## config.mk

```make
export PLATFORM = sky130hd
export DESIGN_NAME = dmem_arbiter
export DESIGN_NICKNAME = d
export VERILOG_FILES = /design/src/rtl/dmem_arb_pkg.sv /design/src/rtl/dmem_arbiter_sat_counter.sv /design/src/rtl/dmem_arbiter.sv
export SDC_FILE = /design/constraint.sdc
export NUM_CORES = 1
export LEC_CHECK = 0
export ABC_CLOCK_PERIOD_IN_PS = 2330
export CAP_MARGIN = 5
export CORE_MARGIN = 10
export CORE_UTILIZATION = 50
export CTS_CLUSTER_SIZE = 8
export DETAILED_ROUTE_END_ITERATION = 12
export DONT_BUFFER_PORTS = 1
export MAX_ROUTING_LAYER = met4
export PLACE_DENSITY_LB_ADDON = 0.25
export SYNTH_ARGS = -nofsm -noshare
export SYNTH_HDL_FRONTEND = slang
export SYNTH_HIERARCHICAL = 1
export SYNTH_SLANG_ARGS = --single-unit
```

## constraint.sdc

```tcl
create_clock -name clock -period 2.33 [get_ports clock]
set_input_delay 0.233 -clock clock [delete_from_list [all_inputs] [get_ports clock]]
set_output_delay 0.233 -clock clock [all_outputs]
set_load 0.02 [all_outputs]
```

## src/rtl/dmem_arb_pkg.sv

```systemverilog
`default_nettype none
// ============================================================================
//  Module      : dmem_arb_pkg
//  Description : Shared definitions for the DMEM arbiter: owner-register
//                encodings and the default starvation limit.
//  Revision    : 1.0 - initial release
// ============================================================================
package dmem_arb_pkg;

    // Debug cycles a request may be denied before it is forced through.
    localparam int unsigned c_STARVE_LIMIT_DEFAULT = 8;

    // Which requester owned the DMEM port last cycle, and the access type.
    // This decides where the read data returning this cycle is routed.
    typedef enum logic [2:0] {
        OWN_IDLE    = 3'd0,
        OWN_PIPE_RD = 3'd1,
        OWN_PIPE_WR = 3'd2,
        OWN_DBG_RD  = 3'd3,
        OWN_DBG_WR  = 3'd4
    } owner_t;

endpackage : dmem_arb_pkg
`default_nettype wire

```

## src/rtl/dmem_arbiter_sat_counter.sv

```systemverilog
`default_nettype none
// ============================================================================
//  Module      : sat_counter
//  Description : Saturating up-counter with synchronous clear.
//                Clear takes priority over increment; the count holds once it
//                reaches the limit.
//  Ports       : clock, reset (sync, active-low), inc, clr,
//                limit [WIDTH-1:0], count [WIDTH-1:0]
//  Revision    : 1.0 - initial release
// ============================================================================
module sat_counter #(
    parameter int unsigned WIDTH = 4
) (
    input  logic             clock,
    input  logic             reset,
    input  logic             inc,
    input  logic             clr,
    input  logic [WIDTH-1:0] limit,
    output logic [WIDTH-1:0] count
);

    logic [WIDTH-1:0] count_q;
    logic [WIDTH-1:0] count_d;

    always_comb begin
        count_d = count_q;
        if (clr) begin
            count_d = '0;
        end else if (inc && (count_q < limit)) begin
            count_d = count_q + 1'b1;
        end
    end

    always_ff @(posedge clock) begin
        if (!reset) begin
            count_q <= '0;
        end else begin
            count_q <= count_d;
        end
    end

    assign count = count_q;

endmodule : sat_counter
`default_nettype wire

```

## src/rtl/dmem_arbiter.sv

```systemverilog
`default_nettype none
// ============================================================================
//  Module      : dmem_arbiter
//  Description : Arbitrates a single-port data memory between the pipeline
//                MEM stage (normal priority) and a debug/loader port. The
//                debug port is served whenever the pipe is idle, and is forced
//                through after STARVE_LIMIT consecutive denied cycles.
//  Ports       : clock, reset (sync, active-low)
//                pipe_*   : MEM stage load/store request, stall, load data
//                dbg_req_*: debug request (valid/ready), dbg_rsp_*: read data
//                dmem_*   : single-port DMEM, read data one cycle after address
//  Revision    : 1.0 - initial release
// ============================================================================
module dmem_arbiter
    import dmem_arb_pkg::*;
#(
    parameter int unsigned DMEM_ADDR_WIDTH  = 12,
    parameter int unsigned DMEM_WORD_WIDTH  = 16,
    parameter int unsigned STARVE_LIMIT     = c_STARVE_LIMIT_DEFAULT,
    parameter int unsigned STARVE_CNT_WIDTH = 4
) (
    input  logic                       clock,
    input  logic                       reset,
    input  logic                       pipe_load,
    input  logic                       pipe_store,
    input  logic [DMEM_ADDR_WIDTH-1:0] pipe_rd_addr,
    input  logic [DMEM_ADDR_WIDTH-1:0] pipe_wr_addr,
    input  logic [DMEM_WORD_WIDTH-1:0] pipe_wr_word,
    output logic                       pipe_stall,
    output logic [DMEM_WORD_WIDTH-1:0] pipe_rd_word,
    input  logic                       dbg_req_valid,
    input  logic                       dbg_req_we,
    input  logic [DMEM_ADDR_WIDTH-1:0] dbg_req_addr,
    input  logic [DMEM_WORD_WIDTH-1:0] dbg_req_word,
    output logic                       dbg_req_ready,
    output logic                       dbg_rsp_valid,
    output logic [DMEM_WORD_WIDTH-1:0] dbg_rsp_word,
    output logic [DMEM_ADDR_WIDTH-1:0] dmem_addr,
    output logic [DMEM_WORD_WIDTH-1:0] dmem_wr_word,
    output logic                       dmem_write_en,
    input  logic [DMEM_WORD_WIDTH-1:0] dmem_rd_word
);

    localparam logic [STARVE_CNT_WIDTH-1:0] c_LIMIT = STARVE_CNT_WIDTH'(STARVE_LIMIT);

    logic                        w_pipe_active;
    logic                        w_force;
    logic                        w_dbg_grant;
    logic                        w_pipe_grant;
    logic [STARVE_CNT_WIDTH-1:0] w_starve_cnt;
    owner_t                      owner_q;
    owner_t                      owner_d;

    // ------------------------------------------------------------------
    // Grant decision
    // ------------------------------------------------------------------
    assign w_pipe_active = pipe_load | pipe_store;
    assign w_force       = (w_starve_cnt == c_LIMIT);
    assign w_dbg_grant   = dbg_req_valid & (~w_pipe_active | w_force);
    assign w_pipe_grant  = w_pipe_active & ~w_dbg_grant;

    assign dbg_req_ready = w_dbg_grant;
    assign pipe_stall    = w_pipe_active & w_dbg_grant;

    // Counts consecutive denied debug cycles; any grant or a dropped request
    // restarts it, so after a forced grant the pipe again gets full priority.
    sat_counter #(
        .WIDTH (STARVE_CNT_WIDTH)
    ) u_starve_cnt (
        .clock (clock),
        .reset (reset),
        .inc   (dbg_req_valid & ~w_dbg_grant),
        .clr   (w_dbg_grant | ~dbg_req_valid),
        .limit (c_LIMIT),
        .count (w_starve_cnt)
    );

    // ------------------------------------------------------------------
    // DMEM port mux and next owner
    // ------------------------------------------------------------------
    always_comb begin
        dmem_addr     = '0;
        dmem_wr_word  = '0;
        dmem_write_en = 1'b0;
        owner_d       = OWN_IDLE;
        if (w_dbg_grant) begin
            dmem_addr     = dbg_req_addr;
            dmem_wr_word  = dbg_req_word;
            dmem_write_en = dbg_req_we;
            owner_d       = dbg_req_we ? OWN_DBG_WR : OWN_DBG_RD;
        end else if (w_pipe_grant) begin
            // Store wins over a simultaneous load; the load is dropped.
            dmem_addr     = pipe_store ? pipe_wr_addr : pipe_rd_addr;
            dmem_wr_word  = pipe_wr_word;
            dmem_write_en = pipe_store;
            owner_d       = pipe_store ? OWN_PIPE_WR : OWN_PIPE_RD;
        end
    end

    always_ff @(posedge clock) begin
        if (!reset) begin
            owner_q <= OWN_IDLE;
        end else begin
            owner_q <= owner_d;
        end
    end

    // ------------------------------------------------------------------
    // Read-data routing. Gated by reset so a read captured just before
    // reset asserts never produces a response while reset is held.
    // ------------------------------------------------------------------
    assign dbg_rsp_valid = reset && (owner_q == OWN_DBG_RD);
    assign dbg_rsp_word  = dbg_rsp_valid ? dmem_rd_word : '0;
    assign pipe_rd_word  = (reset && (owner_q == OWN_PIPE_RD)) ? dmem_rd_word : '0;

endmodule : dmem_arbiter
`default_nettype wire

```

======== Word-level counts from Yosys, hierarchy flattened ========
Cells that the tools add are included.
Widths: inputs -> output; s select.
word-level totals
  register bits after elaboration ......... 7
  bits of input ports ..................... 90
  word-level logic and storage cells ...... 35
operators by class
  $add $sub $neg .......................... 1
  order comparisons ....................... 1
  equal/unequal tests ..................... 3
  mux-type cells .......................... 13
  bitwise operators ....................... 11
  reduce and logical (&&, ||, !) cells .... 4
operators with widths
  operator             count
  $mux 16              4
  $mux 12              3
  $mux 3               2
  $add 4x1->4 const B  1
  $and 1x1->1          4
  $eq 4x4->1 const B   1
  $lt 4x4->1 const B   1
  $mux 2               2
  $not 1->1            4
  $eq 3x1->1 const B   1
  $eq 3x2->1 const B   1
  $logic_and 1x1->1    3
  $or 1x1->1           3
  $mux 1               2
  $reduce_or 2->1      1

======== Logic depth before layout (Yosys ltp) ========
Gate-level depths: netlist of the first run.
  depth in word-level cells ............... 8
  depth in mapped cells ................... 8
  mapped depth without buffers ............ 7

======== By module ========
The synthesis of the first run kept the hierarchy.
modules (own cells, without submodules)
  module        instances  cells each  area an instance (um^2)  seq. area each (um^2)
  dmem_arbiter  1          114         892.1                    60.1
  sat_counter   1          31          264.0                    80.1

======== Least setup slack after synthesis of the first run ========
Ideal clock, no wire load.
  path kind ............................... flip-flop to output port
  start point ............................. register u_starve_cnt.count_q[2] (netlist: u_starve_cnt/count[2])
  end point ............................... output port dmem_addr[10]
  arrival ................................. 1,588 ps
  path slack .............................. 509 ps
  stages on the path, launching flop included .. 6
  buffers on the path ..................... 2
  path through ............................ dfxtp_1 > or4b_4 > buf_6 > a21oi_4 > buf_6 > o2bb2ai_1
on the way
  word-level cells in the longest chain between the ends .. 7
RTL lines
  what                     line                            source
  start, declared          dmem_arbiter_sat_counter.sv:22  logic [WIDTH-1:0] count_q;
  start signal, assigned   dmem_arbiter_sat_counter.sv:38  count_q <= count_d;
  $eq 4x4->1 (*)           dmem_arbiter.sv:58              assign w_force = (w_starve_cnt == c_LIMIT);
  $or 1x1->1 (*)           dmem_arbiter.sv:59              assign w_dbg_grant = dbg_req_valid & (~w_pipe_active | w_force);
  $and 1x1->1 (*)          dmem_arbiter.sv:59
  named net dbg_req_ready  dmem_arbiter.sv:35              output logic dbg_req_ready,
  $not 1->1                dmem_arbiter.sv:60              assign w_pipe_grant = w_pipe_active & ~w_dbg_grant;
  $and 1x1->1              dmem_arbiter.sv:60
  $mux 12                  dmem_arbiter.sv:91              end else if (w_pipe_grant) begin
  $mux 12 (*)              dmem_arbiter.sv:86              if (w_dbg_grant) begin
  end, declared            dmem_arbiter.sv:38              output logic [DMEM_ADDR_WIDTH-1:0] dmem_addr,
The timed path passes the listed nets; every way through them passes the cells marked *.

======== Final worst setup path of the first run ========
  start point ............................. register u_starve_cnt.count_q[2] (netlist: u_starve_cnt/count[2])
  end point ............................... output port dmem_wr_word[10]
on the way
  word-level cells in the longest chain between the ends .. 7
RTL lines
  what             line                source
  $eq 4x4->1 (*)   dmem_arbiter.sv:58
  $or 1x1->1 (*)   dmem_arbiter.sv:59
  $and 1x1->1 (*)  dmem_arbiter.sv:59
  $not 1->1        dmem_arbiter.sv:60
  $and 1x1->1      dmem_arbiter.sv:60
  $mux 16          dmem_arbiter.sv:91
  $mux 16 (*)      dmem_arbiter.sv:86
  end, declared    dmem_arbiter.sv:39  output logic [DMEM_WORD_WIDTH-1:0] dmem_wr_word,
Every way passes the cells marked *; elsewhere a longest branch is shown, timed or not.

==> impl_metrics.py, run 1 <==
metrics = {
    "critical_path": {
        "path_cells": "or4b_4 -> a21oi_4 -> buf_12 -> a22o_1",
        "cp.depth": 4,
        "reg2regPathDepth": 7,
        "critical_path_arrival_ns": 1.94,
        "worst-path-buf-inv": 1,
        "start_kind": "flop",
        "crit_family": "simple AND/OR/NAND/NOR gates",
        "critPathCaptureType": "primary output",
        "path_class": "flop to primary output",
        "slowest_stage": "or4b_4",
        "critPathRequiredTime_ns": 2.10,
        "max_stage_delay_ns": 0.63,
        "cp_max_fo": 24,
    },
    "global_routing": {
        "grt_antenna_before_repair": 0,
        "grt_pass1_wl_um": 6210,
        "gr-total-overflow": 0,
        "grtUsageTotal": 0.1789,
        "grt_max_degree": 25,
        "grt_pass1_vias": 1208,
    },
    "min_path": {
        "hp-class": "input pin to flop",
        "holdPathStages": 1,
    },
    "placed_design": {
        "dpl.hpwl_um": 4011,
        "gp_congestion": 0.8326,
        "port-buffer-count": 0,
        "placed_area_um2": 1161,
    },
    "route": {
        "ant_nets": 0,
        "drcViolationCount": 0,
        "wire_per_inst_um": 26.20,
        "drt-total-wl_um": 4506,
        "viasPerCell": 6.547,
        "drtIter0Drc": 53,
        "dr.pass1.iters": 4,
        "via_count": 1126,
    },
    "yosys": {
        "synth_top_family_by_area": "compound AO/OA/AOI/OAI gates",
        "synth_compound_area_frac": 0.3203,
        "yosysWarnings": 6,
        "synthDistinctLibCells": 37,
        "syn_area_per_cell_um2": 7.973,
        "syn_inst": 145,
        "yosys.area_share.simple": 0.3041,
        "synthXorXnorAreaFrac": 0.007576,
        "synthMuxAreaShare": 0.1039,
        "synth-adder-area-share": 0.04329,
        "syn-cell-area_um2": 1156,
        "yosysSeqAreaShare": 0.1212,
        "yosys_register_bits": 7,
    },
    "status": {
        "status": "finished clean",
    },
    "floorplan": {
        "die_h_um": 68.09,
        "io_pins": 154,
        "core_area_um2": 2212,
        "fp.dieArea_um2": 4636,
        "fp.dieW_um": 68.09,
        "start_util": 0.5226,
        "num_rows": 17,
    },
    "layout": {
        "final_common_cell": "and2_1",
        "nets": 239,
        "final_cell_mix": "32 x and2_1, 12 x mux2i_1, 12 x o2bb2ai_1",
        "areaGrowthSynthToFinish_pct": 4.437,
        "fillers": 202,
        "diodes": 0,
        "fin_area_um2": 1207,
        "drive_gt1_frac": 0.1597,
    },
    "timing": {
        "finalSetupViolCount": 0,
        "rsz0062_at_grt": "false",
        "hold_violations": 0,
        "timing.fmax_mhz": 459.6,
        "worstMarginPinSlew_ns": 0.6369,
        "min_period_over_period": 0.9339,
        "finalCriticalPeriod_ns": 2.176,
        "drv_slew": 0,
        "slew_headroom": 0.5729,
        "worst_clock_skew_ns": 0.0005844,
        "tns_ns": 0,
    },
    "flow_run": {
        "cap_violations": 0,
    },
    "power_and_ir_drop": {
        "power_density_nw_per_um2": 343.0,
        "p_leak_nw": 0.5300,
        "vdd_drop_max_uv": 179.0,
    },
    "cts": {
        "insertion_delay_ns": 0.25,
        "clock_sinks": 7,
        "cts_tree": "built",
        "cts_hold_buf": 0,
        "root_buffer": "clkbuf_4",
        "cts_buffers": 3,
        "clk_pin_slew_ns": 0.05,
        "clk_path_buf_depth": 2,
        "htreeDepth": 1,
    },
}
==> worst reg2reg max path: cells and delay by family (launching register included) <==
family / cells / cell delay [ns]
AOI/OAI and AO/OA: 2 / 0.30
and+or+nand+nor: 4 / 0.91
DFF: 1 / 0.45
buffers and inverters: 1 / 0.07
==> layer usage <==
metal / up-vias / GRT usage / part of all wire
li1: 524 / - / -
met2: 93 / 0.3151 / 0.54
met3: 2 / 0.07341 / 0.14
met5: - / - / 0
met4: 0 / 0.05779 / 0.0042
met1: 507 / 0.1750 / 0.32
==> cells by family after synthesis <==
kind of cell	count (synthesis)
AO/OA/AOI/OAI	42
XOR/XNOR	1
adder cells (fa/ha/maj)	4
buffers and inverters	19
flip-flops	7
multiplexers	12
other	2
AND/OR/NAND/NOR	58
==> synth_stat cells <==
cell,number,share of area
o21ai_0,3,0.013
dfxtp_1,7,0.12
or2_2,1,0.0054
a21oi_1,3,0.013
buf_1,1,0.0032
buf_2,2,0.0087
o2bb2ai_1,12,0.091
inv_1,8,0.026
clkbuf_1,3,0.0097
conb_1,2,0.0065
nor3_1,2,0.0087
nor3b_2,1,0.011
a2111oi_2,1,0.013
nand2_1,6,0.019
nor4b_1,1,0.0076
nor3b_1,1,0.0065
mux2i_1,12,0.10
buf_6,4,0.039
o211ai_2,1,0.011
nand2b_1,1,0.0054
a32o_1,2,0.017
xor2_1,1,0.0076
a21oi_4,1,0.014
a21boi_1,1,0.0065
nor2b_1,3,0.016
buf_4,1,0.0065
a22o_1,10,0.076
and3_1,1,0.0054
o21ai_2,1,0.0076
a22o_2,6,0.052
or4b_4,1,0.012
o211ai_1,1,0.0065
nor2_1,3,0.0097
ha_1,4,0.043
nand3_1,3,0.013
and2_1,32,0.17
or3_1,2,0.011
==> through the flow <==
step             util  hold WS [ns]  std cells  worst slack (ns)  power, mW
2_1_floorplan       -        0.3789        147            0.5090     0.2935
3_5_place_dp   0.5249        0.3324        167            0.3178     0.3052
5_1_grt        0.5458       0.04617        172           0.07933     0.4450
3_3_place_gp   0.5249        0.3314        167            0.3881     0.3024
6_report       0.5458       0.07350        172            0.1540     0.4141
4_1_cts        0.5368       0.06188        171           0.03700     0.4193
==> power breakdown <==
part           total (mW)  switching, mW  internal [mW]
registers           0.125        0.00238          0.123
logic               0.179          0.121         0.0577
clock network       0.110         0.0443         0.0653
==> worst paths after layout <==
check             slack (ns)                                  to                          startpoint
setup / recovery        0.15                    dmem_wr_word[10]  u_starve_cnt/count[2]$_SDFFE_PP0P_
hold / removal          0.07               owner_q[0]$_SDFF_PN0_                          pipe_store
setup reg to reg        0.53  u_starve_cnt/count[3]$_SDFFE_PP0P_  u_starve_cnt/count[0]$_SDFFE_PP0P_
hold reg to reg         0.53  u_starve_cnt/count[3]$_SDFFE_PP0P_  u_starve_cnt/count[3]$_SDFFE_PP0P_
==> final cells by class <==
cell class	instances	area [um^2]	share of cell area
multi-input cells	121	933.4	0.7731
flip-flops and latches	7	140.1	0.1161
repair buffers	4	42.54	0.03523
well taps	28	35.03	0.02902
inverters	8	30.03	0.02487
clock buffers	4	26.28	0.02176
==> state kept, by name (all words and copies together), names as in the netlist <==
name / cells
owner_q: 3
u_starve_cnt/count: 4
==> repair_timing <==
| item | 4_1_cts | 5_1_grt |
|---|---|---|
| resized for setup | 0 | 3 |
| setup endpoints to repair | 0 | 24 |
| setup buffers | 0 | 1 |
(Power assumes the default switching activity.)
==> inputs of run 2 (changes only) <==
- ABC_CLOCK_PERIOD_IN_PS: 2330 -> not set
- CELL_PAD_IN_SITES_DETAIL_PLACEMENT: not set -> 0
- CELL_PAD_IN_SITES_GLOBAL_PLACEMENT: not set -> 1
- CORE_AREA: not set -> 2 2 59 61
- CORE_MARGIN: 10 -> not set
- CORE_UTILIZATION: 50 -> not set
- DIE_AREA: not set -> 0 0 61 63
==> run 2 against run 1 <==
Effect of this change:
- via count rose by 0.18%
- maximum frequency is 0.68% lower
- setup slack got worse by 0.015 ns
- register-to-register slack is essentially flat
- final cell count increased by 10%
- count of clock-buffer cells in the layout stayed put
- critical path depth is 1 lower
- total power decreased by 1.4%
- die area fell by 17%
- critical endpoint is now dmem_addr[6]
- largest cell class unchanged
- largest power group unchanged
==> impl_metrics.py, run 2 (same netlist as run 1, synthesis figures left out) <==
metrics = {
    "placed_design": {
        "gp_congestion": 0.7656,
        "port-buffer-count": 0,
        "dpl.hpwl_um": 2799,
        "dp_slack_ns": 0.3493,
    },
    "cts": {
        "htreeDepth": 1,
        "clk_pin_slew_ns": 0.06,
        "insertion_delay_ns": 0.25,
        "clock_sinks": 7,
        "cts_buffers": 3,
        "cts_hold_buf": 0,
        "cts_resized": 0,
        "cts_tree": "built",
        "root_buffer": "clkbuf_4",
        "post_cts_buffers": 0,
        "clk_path_buf_depth": 2,
    },
    "layout": {
        "largest_reg_flops": 4,
        "areaGrowthSynthToFinish_pct": 4.870,
        "final_common_cell": "and2_1",
        "diodes": 0,
        "nets": 239,
        "fillers": 338,
        "drive_gt1_frac": 0.1528,
        "final_cell_mix": "32 x and2_1, 12 x mux2i_1, 12 x o2bb2ai_1",
    },
    "floorplan": {
        "fp.dieW_um": 61,
        "core_area_um2": 3232,
        "fp.dieArea_um2": 3843,
        "start_util": 0.3577,
        "die_h_um": 63,
        "io_pins": 154,
        "num_rows": 21,
    },
    "critical_path": {
        "slowest_stage": "or4b_4",
        "critPathRequiredTime_ns": 2.10,
        "cp.depth": 3,
        "reg2regPathDepth": 7,
        "path_cells": "or4b_4 -> o21ai_2 -> o2bb2ai_1",
        "worst-path-buf-inv": 0,
        "critical_path_arrival_ns": 1.96,
        "crit_family": "compound AO/OA/AOI/OAI gates",
        "critPathCaptureType": "primary output",
        "path_class": "flop to primary output",
        "cp_max_fo": 12,
        "start_kind": "flop",
        "max_stage_delay_ns": 0.63,
    },
    "route": {
        "wire_per_inst_um": 16.84,
        "drtIter0Drc": 13,
        "viasPerCell": 5.937,
        "drcViolationCount": 0,
        "drt-total-wl_um": 3199,
        "ant_nets": 0,
        "via_count": 1128,
        "dr.pass1.iters": 6,
    },
    "timing": {
        "tns_ns": 0,
        "slew_headroom": 0.5969,
        "min_period_over_period": 0.9403,
        "timing.fmax_mhz": 456.4,
        "drv_slew": 0,
        "finalSetupViolCount": 0,
        "worst_clock_skew_ns": 0.002951,
        "worst_slack_ns": 0.1390,
        "hold_violations": 0,
        "worstMarginPinSlew_ns": 0.6012,
        "finalCriticalPeriod_ns": 2.191,
        "rsz0062_at_grt": "false",
    },
    "global_routing": {
        "grtUsageTotal": 0.1524,
        "gr-total-overflow": 0,
        "grt_pass1_vias": 1020,
        "grt_pass1_wl_um": 4450,
        "grt_antenna_before_repair": 0,
        "grt_max_degree": 30,
    },
    "flow_run": {
        "cap_violations": 0,
    },
    "status": {
        "status": "finished clean",
    },
    "power_and_ir_drop": {
        "seq_power_share": 0.306,
        "vdd_drop_max_uv": 123.8,
        "power.internal_mw": 0.2438,
        "switching_share": 0.4030,
        "comb_power_share": 0.419,
        "p_leak_nw": 0.5263,
        "power_frac_clock": 0.275,
        "power_density_nw_per_um2": 336.9,
        "total_power_mw": 0.4085,
        "p_switching_mw": 0.1646,
    },
    "min_path": {
        "holdPathStages": 1,
        "hp-class": "input pin to flop",
    },
}
run 2: cell types whose count changed in the layout (fill, tap and decap cells not counted):
cell and delta:
buf_12 -1, o21ai_4 -1, buf_6 +1, a22o_2 -1, a22o_1 +1, o21ai_2 +1
run 2: final timing paths:
path	slack, ns	startpoint	to
min reg2reg	0.53	u_starve_cnt/count[3]$_SDFFE_PP0P_	u_starve_cnt/count[3]$_SDFFE_PP0P_
max reg2reg	0.54	u_starve_cnt/count[2]$_SDFFE_PP0P_	u_starve_cnt/count[0]$_SDFFE_PP0P_
max	0.14	u_starve_cnt/count[2]$_SDFFE_PP0P_	dmem_addr[6]
min	0.07	pipe_store	owner_q[0]$_SDFF_PN0_
run 2: power groups by stage:
stage / Combinational [mW] / Clock, mW / Sequential [mW]
after floorplan: 0.166 / 0 / 0.127
after global placement: 0.170 / 0 / 0.127
after detailed placement: 0.171 / 0 / 0.128
after CTS: 0.171 / 0.118 / 0.125
after global routing: 0.182 / 0.124 / 0.126
final: 0.171 / 0.112 / 0.125
run 2: final cells by class:
class,instances,area (um^2),share of cell area
Multi-Input combinational cell,121,924.6,0.7626
Clock buffer,4,26.28,0.02167
Inverter,8,30.03,0.02477
Timing Repair Buffer,4,33.78,0.02786
Tap cell,46,57.56,0.04747
Sequential cell,7,140.1,0.1156
run 2: per-stage QoR:
| step | std cells | hold slack (ns) | area [um^2] | utilization |
|---|---|---|---|---|
| after floorplan | 147 | 0.3789 | 1164 | - |
| after global placement | 186 | 0.3314 | 1179 | 0.3647 |
| after detailed placement | 186 | 0.3329 | 1179 | 0.3647 |
| after CTS | 190 | 0.06102 | 1205 | 0.3728 |
| after global routing | 190 | 0.06585 | 1212 | 0.3751 |
| final | 190 | 0.07339 | 1212 | 0.3751 |
run 2: layer usage:
| metal | GRT usage | vias to the layer above | share of wire |
|---|---|---|---|
| met4 | 0.06793 | 0 | 0.020 |
| li1 | - | 521 | - |
| met5 | - | - | 0 |
| met2 | 0.2930 | 98 | 0.55 |
| met3 | 0.01242 | 6 | 0.093 |
| met1 | 0.1452 | 503 | 0.34 |
==> inputs of run 3 (changes only) <==
- CAP_MARGIN: 5 -> 0
- SYNTH_HIERARCHICAL: 1 -> not set
==> run 3 against run 2 <==
Effect of this change:
- utilization is 2.3 points lower
- register-to-register slack better by 0.14 ns
- routed wire length is 5.7% lower
- count of clock-buffer cells in the layout stayed put
- largest cell class unchanged
- worst hold slack better by 0.062 ns
- setup slack better by 0.017 ns
- synthesized cell count is 15% lower
- via count is 12% lower
==> impl_metrics.py, run 3 <==
metrics = {
    "floorplan": {
        "start_util": 0.3132,
        "io_pins": 154,
        "die_h_um": 63,
        "fp.dieW_um": 61,
        "num_rows": 21,
        "core_area_um2": 3232,
        "fp.dieArea_um2": 3843,
    },
    "layout": {
        "drive_gt1_frac": 0.1985,
        "areaGrowthSynthToFinish_pct": 12.48,
        "largest_reg_flops": 4,
        "final_cell_mix": "32 x and2_1, 16 x a22o_1, 13 x buf_4",
        "fillers": 332,
        "nets": 224,
        "diodes": 0,
        "final_common_cell": "and2_1",
    },
    "yosys": {
        "yosysWarnings": 0,
        "syn-cell-area_um2": 1012,
        "yosysTopAreaCell": "and2_1",
        "syn_area_per_cell_um2": 8.229,
        "netlist.area_leader.share": 0.1978,
        "yosysSeqAreaShare": 0.1384,
        "synth_area_leaders": "and2_1 20%, a22o_1 14%, dfxtp_1 14%, mux2i_1 12%, o2bb2ai_1 10%",
        "synthArstFlopShare": 0,
        "syn_inst": 123,
        "synth_edf_count": 0,
        "synthDistinctLibCells": 31,
        "yosys_register_bits": 7,
        "synth_nets": 215,
        "synth_most_common_cell": "and2_1",
        "ys_top_cells_by_count": "32 x and2_1, 16 x a22o_1, 12 x mux2i_1, 12 x o2bb2ai_1, 7 x dfxtp_1",
        "ys.flop_type": "dfxtp_1",
    },
    "status": {
        "status": "finished clean",
    },
    "route": {
        "viasPerCell": 5.621,
        "via_count": 995,
        "drt-total-wl_um": 3017,
        "dr.pass1.iters": 3,
        "drcViolationCount": 0,
        "wire_per_inst_um": 17.05,
        "drtIter0Drc": 13,
        "ant_nets": 0,
    },
    "cts": {
        "clock_sinks": 7,
        "cts_buffers": 3,
        "htreeDepth": 1,
        "clk_path_buf_depth": 2,
        "cts_tree": "built",
        "insertion_delay_ns": 0.25,
        "root_buffer": "clkbuf_4",
        "clk_pin_slew_ns": 0.05,
        "cts_resized": 1,
        "cts_hold_buf": 0,
        "post_cts_buffers": 0,
    },
    "timing": {
        "min_period_over_period": 0.9331,
        "worst_clock_skew_ns": 0.002720,
        "hold_violations": 0,
        "finalCriticalPeriod_ns": 2.174,
        "finalSetupViolCount": 0,
        "drv_slew": 0,
        "tns_ns": 0,
        "timing.fmax_mhz": 460.0,
        "slew_headroom": 0.5712,
        "worstMarginPinSlew_ns": 0.6397,
        "rsz0062_at_grt": "false",
        "worst_slack_ns": 0.1559,
    },
    "global_routing": {
        "gr-total-overflow": 0,
        "grt_max_degree": 31,
        "grt_pass1_vias": 935,
        "grt_pass1_wl_um": 4209,
        "grt_antenna_before_repair": 0,
        "grtUsageTotal": 0.1465,
    },
    "power_and_ir_drop": {
        "p_switching_mw": 0.1629,
        "power_density_nw_per_um2": 371.1,
        "seq_power_share": 0.299,
        "power_frac_clock": 0.261,
        "switching_share": 0.3855,
        "p_leak_nw": 0.4946,
        "vdd_drop_max_uv": 155.6,
        "power.internal_mw": 0.2597,
        "comb_power_share": 0.440,
    },
    "critical_path": {
        "path_class": "flop to primary output",
        "critPathCaptureType": "primary output",
        "critical_path_arrival_ns": 1.94,
        "path_cells": "inv_1 -> ha_1 -> and4b_4 -> a21oi_4 -> inv_2 -> a22o_1",
        "start_kind": "flop",
        "max_stage_delay_ns": 0.40,
        "worstReg2RegEnd": "owner_q[2]$_SDFF_PN0_",
        "cp_max_fo": 30,
        "reg2reg_from": "u_starve_cnt.count[0]$_SDFFE_PP0P_",
        "rrSetupSlack_ns": 0.68,
        "reg2regPathDepth": 6,
        "slowest_stage": "inv_2",
        "critPathRequiredTime_ns": 2.10,
    },
    "min_path": {
        "hp-class": "input pin to flop",
        "min_to": "owner_q[2]$_SDFF_PN0_",
        "holdPathStages": 1,
        "hp-start": "dbg_req_we",
    },
    "placed_design": {
        "dp_slack_ns": 0.2749,
        "port-buffer-count": 0,
        "gp_congestion": 0.7697,
        "dpl.hpwl_um": 2561,
    },
    "flow_run": {
        "cap_violations": 0,
    },
}
[run 3: cell families (layout without fill, tap and decap cells)]
group | after synthesis | count (layout) | share of synthesized area
buf+inv | 12 | 20 | 0.06921
flops | 7 | 7 | 0.1384
fa+ha+maj | 2 | 2 | 0.02472
xor+xnor | 1 | 1 | 0.008654
mux | 13 | 13 | 0.1298
compound gates | 36 | 36 | 0.2991
simple gates | 52 | 52 | 0.3300
[run 3: worst max path at each step]
stage | from | endpoint | slack [ns]
2_1_floorplan | u_starve_cnt.count[0]$_SDFFE_PP0P_ | dmem_wr_word[10] | 0.64
4_1_cts | u_starve_cnt.count[0]$_SDFFE_PP0P_ | dmem_wr_word[2] | 0.13
3_5_place_dp | u_starve_cnt.count[0]$_SDFFE_PP0P_ | dmem_addr[5] | 0.27
3_3_place_gp | u_starve_cnt.count[0]$_SDFFE_PP0P_ | dmem_addr[9] | 0.42
6_report | u_starve_cnt.count[0]$_SDFFE_PP0P_ | dmem_wr_word[2] | 0.16
5_1_grt | u_starve_cnt.count[0]$_SDFFE_PP0P_ | dmem_wr_word[2] | 0.02
[run 3: power groups by stage]
| stage | combinational [mW] | clock (mW) | sequential [mW] |
|---|---|---|---|
| detailed placement | 0.187 | 0 | 0.129 |
| finish | 0.186 | 0.110 | 0.126 |
| global route | 0.198 | 0.118 | 0.127 |
| floorplan | 0.156 | 0 | 0.128 |
| CTS | 0.188 | 0.115 | 0.126 |
| global placement | 0.186 | 0 | 0.129 |
[run 3: final cells by class]
cell class	count	area, um^2	share of cell area
sequential	7	140.1	0.1231
inverter	3	11.26	0.009890
timing repair buffer	13	97.59	0.08571
multi-input combinational	104	805.8	0.7077
clock buffer	4	26.28	0.02308
tap	46	57.56	0.05055
[run 3: routing by layer]
layer / GRT usage / wire length [um] / up-vias
met1: 0.1314 / 1008 / 460
met5: - / 0 / -
met2: 0.2876 / 1801 / 68
met4: 0.05707 / 0 / 0
li1: - / - / 467
met3: 0.02277 / 207 / 0
[run 3: metrics by stage]
stage                 util  std cells  hold slack (ns)  area, um^2  total power [mW]
floorplan                -        123           0.3717        1012            0.2842
global placement    0.3430        173           0.3854        1109            0.3147
detailed placement  0.3430        173           0.3924        1109            0.3155
CTS                 0.3511        177           0.1270        1135            0.4294
global route        0.3523        177           0.1363        1139            0.4426
finish              0.3523        177           0.1354        1139            0.4226
[run 3: critical path, delay by kind of cell, from the launching register on]
kind | cells | cell delay [ns]
flops | 1 | 0.34
fa+ha+maj | 1 | 0.18
compound gates | 2 | 0.42
buf+inv | 2 | 0.47
simple gates | 1 | 0.27
==> patch 1: new RTL, flow settings as in run 1 <==
Re-encode `owner_t` (5 values) as one-hot, 5 bits wide.
--- a/src/rtl/dmem_arb_pkg.sv
+++ b/src/rtl/dmem_arb_pkg.sv
@@ -12,12 +12,12 @@
 
     // Which requester owned the DMEM port last cycle, and the access type.
     // This decides where the read data returning this cycle is routed.
-    typedef enum logic [2:0] {
-        OWN_IDLE    = 3'd0,
-        OWN_PIPE_RD = 3'd1,
-        OWN_PIPE_WR = 3'd2,
-        OWN_DBG_RD  = 3'd3,
-        OWN_DBG_WR  = 3'd4
+    typedef enum logic [4:0] {
+        OWN_IDLE    = 5'b00001,
+        OWN_PIPE_RD = 5'b00010,
+        OWN_PIPE_WR = 5'b00100,
+        OWN_DBG_RD  = 5'b01000,
+        OWN_DBG_WR  = 5'b10000
     } owner_t;
 
 endpackage : dmem_arb_pkg
Formal check against the unedited RTL: same outputs for any inputs over 10 cycles, from zero or initial values and one cycle with reset low; not proved beyond that.
==> patch 1 against run 1 <==
Worst setup slack worse by 0.091 ns. Sequential power up 29%. Clock skew about the same. Area after synthesis up 1.4%. Final area is 3.9% higher. Count of clock-buffer cells in the layout unchanged. Routed wire length is 4.1% higher. Power grew 11%. Sequential share of layout area up 2.8 points. Sequential cell count rose by 2. Critical path type unchanged. Highest routed layer unchanged.
==> patch 1: results (changes against run 1) <==
stage,metric,value,unit,change
routing,top_layer,met4,,
logic_synthesis,async_flop_share,0,%,unchanged
logic_synthesis,ys_top_cells_by_count,"and2_1, nand2_1, a22o_2, a22oi_1, o22ai_1",,
pwr,ir_drop,0.0002351,V,+31%
routing,dr_wl_met3,543,um,-16%
finish,drive_above_1_share,20.63,%,+4.7 points
timing,skew,0.001053,ns,+0.0004689 ns
worst_setup_path,cp_slowest_cell,nor4b_1,,
global_routing,antenna_found_initial,0,,unchanged
worst_setup_path,arrival,2.03,ns,+0.09 ns
routing,wire_per_inst,24.94,um,-4.8%
place,place_ws,0.3149,ns,-0.002972 ns
clock_network,cts_max_path_buffers,2,,unchanged
global_routing,grt_usage,17.77,%,-0.12 points
logic_synthesis,synth_ff_type,dfxtp_1,,
routing,wl_met1,1633,um,+14%
outcome,status,completed,,
finish,largest_register_ffs,5,,+1
place,gp_congestion,0.7861,,-5.6%
logic_synthesis,ys_warn_count,6,,unchanged
pwr,leakage,0.0005421,uW,+2.3%
logic_synthesis,synthTopCellsByArea,"and2_1, dfxtp_1, a22o_2",,
logic_synthesis,ys_seq_area_share,15.37,%,+3.2 points
worst_setup_path,cpPeakStageDelay,0.58,ns,-0.05 ns
pwr,power.switching,172.0,uW,+2.3%
place,hpwl,4075,um,+1.6%
routing,drt_pass1_iterations,4,,unchanged
timing,worst_pin_slew,0.7228,ns,+0.08590 ns
pwr,clock_power,121,uW,+10%
routing,drt_iter0_markers,35,,-34%
finish,largest-register,owner_q,,
global_routing,grt_pass1_vias,1280,,+6.0%
global_routing,grt_max_degree,20,,-20%
routing,dr_total_vias,1226,,+8.9%
pwr,pg_comb,178,uW,
global_routing,grt_pass1_wl,6327,um,+1.9%
clock_network,cts_root_buf,clkbuf_4,,
logic_synthesis,ys_types,32,,-14%
finish,syn2layout_area_growth,7.043,%,
finish,final_nets,255,,+6.7%
routing,wl_met2,2448,um,+1.5%
worst_setup_path,worstPathMaxFanout,12,,-50%
patch 1: worst paths after layout:
kind	start	end	slack, ns	cells after the start
worst max-delay path	u_starve_cnt/count[0]$_SDFFE_PP0P_	dmem_addr[7]	0.06	3
worst min-delay path	reset	owner_q[0]$_SDFF_PN1_	0.06	1
worst max register to register	u_starve_cnt/count[0]$_SDFFE_PP0P_	u_starve_cnt/count[3]$_SDFFE_PP0P_	0.44	7
worst min register to register	u_starve_cnt/count[3]$_SDFFE_PP0P_	u_starve_cnt/count[3]$_SDFFE_PP0P_	0.54	2
patch 1: logic make-up after synthesis:
family | share of synthesized area [%]
xor gates and xnor gates | 0.7472
other | 0.6406
DFF | 15.37
buffers and inverters | 7.150
adders and majority gates | 4.269
and+or+nand+nor | 37.14
AOI/OAI and AO/OA | 34.69
patch 1: metrics by stage:
step | hold WS (ns) | power (uW) | TNS [ns] | instance area, um2 | cells
after global placement | 0.3159 | 334.5 | 0 | 1199 | 183
after floorplan | 0.3092 | 321.2 | 0 | 1180 | 161
after CTS | 0.05246 | 459.9 | 0 | 1225 | 187
final | 0.05828 | 459.3 | 0 | 1255 | 188
after global routing | 0.05298 | 481.8 | -0.4826 | 1255 | 188
after detailed placement | 0.3257 | 338.7 | 0 | 1199 | 183
patch 1: layout make-up:
class	count	area, um2
inverter	6	22.52
sequential	9	180.2
multi-input combinational	134	925.9
tap	28	35.03
timing repair buffer	7	65.06
fill	210	978.4
clock buffer	4	26.28
patch 1: what timing repair did:
action                     4_1_cts  5_1_grt
buffers inserted                 0        1
gates resized for setup          0        2
setup endpoints to repair        0       33
patch 1: routing by layer:
metal  vias to the layer above  GRT usage [%]
met2                        96          28.80
li1                        573              -
met1                       553          18.97
met3                         4          6.362
met4                         0          8.040
met5                         -              -
==> patch 2: new RTL, flow settings as in run 1 <==
Without the edit above. Change the parameter `STARVE_CNT_WIDTH` from 4 to 6.
--- a/src/rtl/dmem_arbiter.sv
+++ b/src/rtl/dmem_arbiter.sv
@@ -17,7 +17,7 @@
     parameter int unsigned DMEM_ADDR_WIDTH  = 12,
     parameter int unsigned DMEM_WORD_WIDTH  = 16,
     parameter int unsigned STARVE_LIMIT     = c_STARVE_LIMIT_DEFAULT,
-    parameter int unsigned STARVE_CNT_WIDTH = 4
+    parameter int unsigned STARVE_CNT_WIDTH = 6
 ) (
     input  logic                       clock,
     input  logic                       reset,
Formal check against the unedited RTL: same outputs for any inputs over 10 cycles, from zero or initial values and one cycle with reset low; that may be too few to reach the edited logic, so the function may still have changed.
==> patch 2 against run 1 <==
Routed wire length increased by 19%. Final area increased by 19%. Sequential share of layout area increased by 0.94 points. Clock power increased by 15%. Worst setup slack got worse by 0.15 ns. Area after synthesis increased by 18%. Power increased by 18%. Highest routed layer unchanged. First-iteration DRC count increased by 28%. Sequential cell count increased by 2.
==> patch 2: results (changes against run 1) <==
stage,metric,value,unit,change
outcome,status,completed,,
worst_setup_path,start_kind,flop,,
place,io_buffer_count,0,,unchanged
logic_synthesis,synth_fa_ha_area_share,5.500,%,+1.2 points
place,hpwl,4585,um,+14%
timing,drv_slew,0,,unchanged
routing,dr_total_vias,1433,,+27%
logic_synthesis,ys_types,40,,+8.1%
worst_setup_path,r2r-start,u_starve_cnt/count[2]$_SDFFE_PP0P_,,
global_routing,grt_usage,17.99,%,+0.099 points
finish,instances_no_fill,210,,+22%
worst_setup_path,worstPathMaxFanout,12,,-50%
worst_setup_path,reg2reg_depth,7,,unchanged
logic_synthesis,ys_warn_count,6,,unchanged
logic_synthesis,async_flop_share,0,%,unchanged
logic_synthesis,syn_inst,181,,+25%
global_routing,grt_pass1_wl,7645,um,+23%
finish,largest_register_ffs,6,,+2
worst_setup_path,arrival,2.09,ns,+0.15 ns
global_routing,grt_max_degree,37,,+48%
clock_network,cts_root_buf,clkbuf_4,,
pwr,ir_drop,0.0002634,V,+47%
timing,max_slew_margin,57.98,%,+0.69 points
logic_synthesis,ys_top_cells_by_count,"and2_1, a32o_1, mux2i_1, nand2_1, o22ai_1",,
clock_network,cts_max_path_buffers,2,,unchanged
worst_setup_path,crit_path_end,dmem_addr[3],,
place,gp_congestion,0.8041,,-3.4%
finish,diodes,0,,unchanged
worst_setup_path,rrSetupSlack,0.22,ns,-0.31 ns
logic_synthesis,synthXorXnorAreaFrac,0.6416,%,-0.12 points
pwr,leakage,0.0005861,uW,+11%
routing,wire_per_inst,25.55,um,-2.5%
worst_setup_path,r2r_end,u_starve_cnt/count[1]$_SDFFE_PP0P_,,
timing,skew,0.009191,ns,+0.008606 ns
routing,drt_pass1_iterations,5,,+1
hold_path,min-delay-start,reset,,
finish,final_nets,277,,+16%
routing,ant_nets,0,,unchanged
clock_network,path_clk_slew,0.07,ns,+0.02 ns
logic_synthesis,muxShareOfSynthArea,9.533,%,-0.86 points
clock_network,htree_levels,1,,unchanged
clock_network,insertion_delay,0.27,ns,+0.02 ns
logic_synthesis,synth_compound_area_share,29.24,%,-2.8 points
logic_synthesis,synthTopCellsByArea,"and2_1, dfxtp_1, a32o_1",,
hold_path,hold-path-cell-count,1,,unchanged
routing,drt_iter0_markers,68,,+28%
hold_path,hold_end,owner_q[0]$_SDFF_PN0_,,
hold_path,hold_path_class,primary input to flop,,
finish,drive_above_1_share,9.444,%,-6.5 points
logic_synthesis,synth_ff_type,dfxtp_1,,
run,cap_violations,0,,unchanged
clock_network,numCtsBuffers,3,,unchanged
global_routing,antenna_found_initial,0,,unchanged
logic_synthesis,ys_seq_area_share,13.20,%,+1.1 points
-- patch 2: where the power goes --
part	internal (uW)	switching (uW)	leakage, uW	total [uW]
Combinational	64.8	136	0.000498	201
Sequential	157	2.21	0.0000731	159
Clock	66.2	61.0	0.0000150	127
Total	288	200	0.000586	488
-- patch 2: repair_timing --
| action | 4_1_cts | 5_1_grt |
|---|---|---|
| endpoints found under the hold margin | 0 | 0 |
| cloned | 0 | 0 |
| resized for setup | 1 | 1 |
| setup endpoints to repair | 1 | 16 |
| pin swaps | 0 | 0 |
| setup buffers | 0 | 1 |
-- patch 2: per-stage QoR --
stage	setup slack, ns	area (um2)	hold WS, ns
final	0.003068	1436	0.09244
after global routing	-0.07334	1436	0.08190
after CTS	0.01878	1410	0.08804
after detailed placement	0.2986	1380	0.3643
after global placement	0.3731	1380	0.3669
after floorplan	0.4004	1380	0.3609
-- patch 2: layout make-up --
type	count	area [um2]
Clock buffer	4	26.28
Fill cell	224	1109
Inverter	6	22.52
Multi-Input combinational cell	157	1127
Sequential cell	9	180.2
Tap cell	30	37.54
Timing Repair Buffer	4	42.54
-- patch 2: kinds of logic after synthesis --
logic type,after synthesis
DFF,9
other,2
adders and majority gates,6
buffers and inverters,19
muxes,13
xor gates and xnor gates,1
and+or+nand+nor,80
AOI/OAI and AO/OA,51
-- patch 2: metal layers --
metal  vias up  wire, um  GRT usage [%]
met1       653      1979          20.00
met4         0        61          4.946
met2       104      2629          27.99
li1        670         -              -
met5         -         0              -
met3         6       695          8.707
-- patch 2: critical path: stages (launching register included) --
cell	delay [ns]
dfxtp_1	0.38
or4b_4	0.60
o21a_1	0.33
o22ai_1	0.51
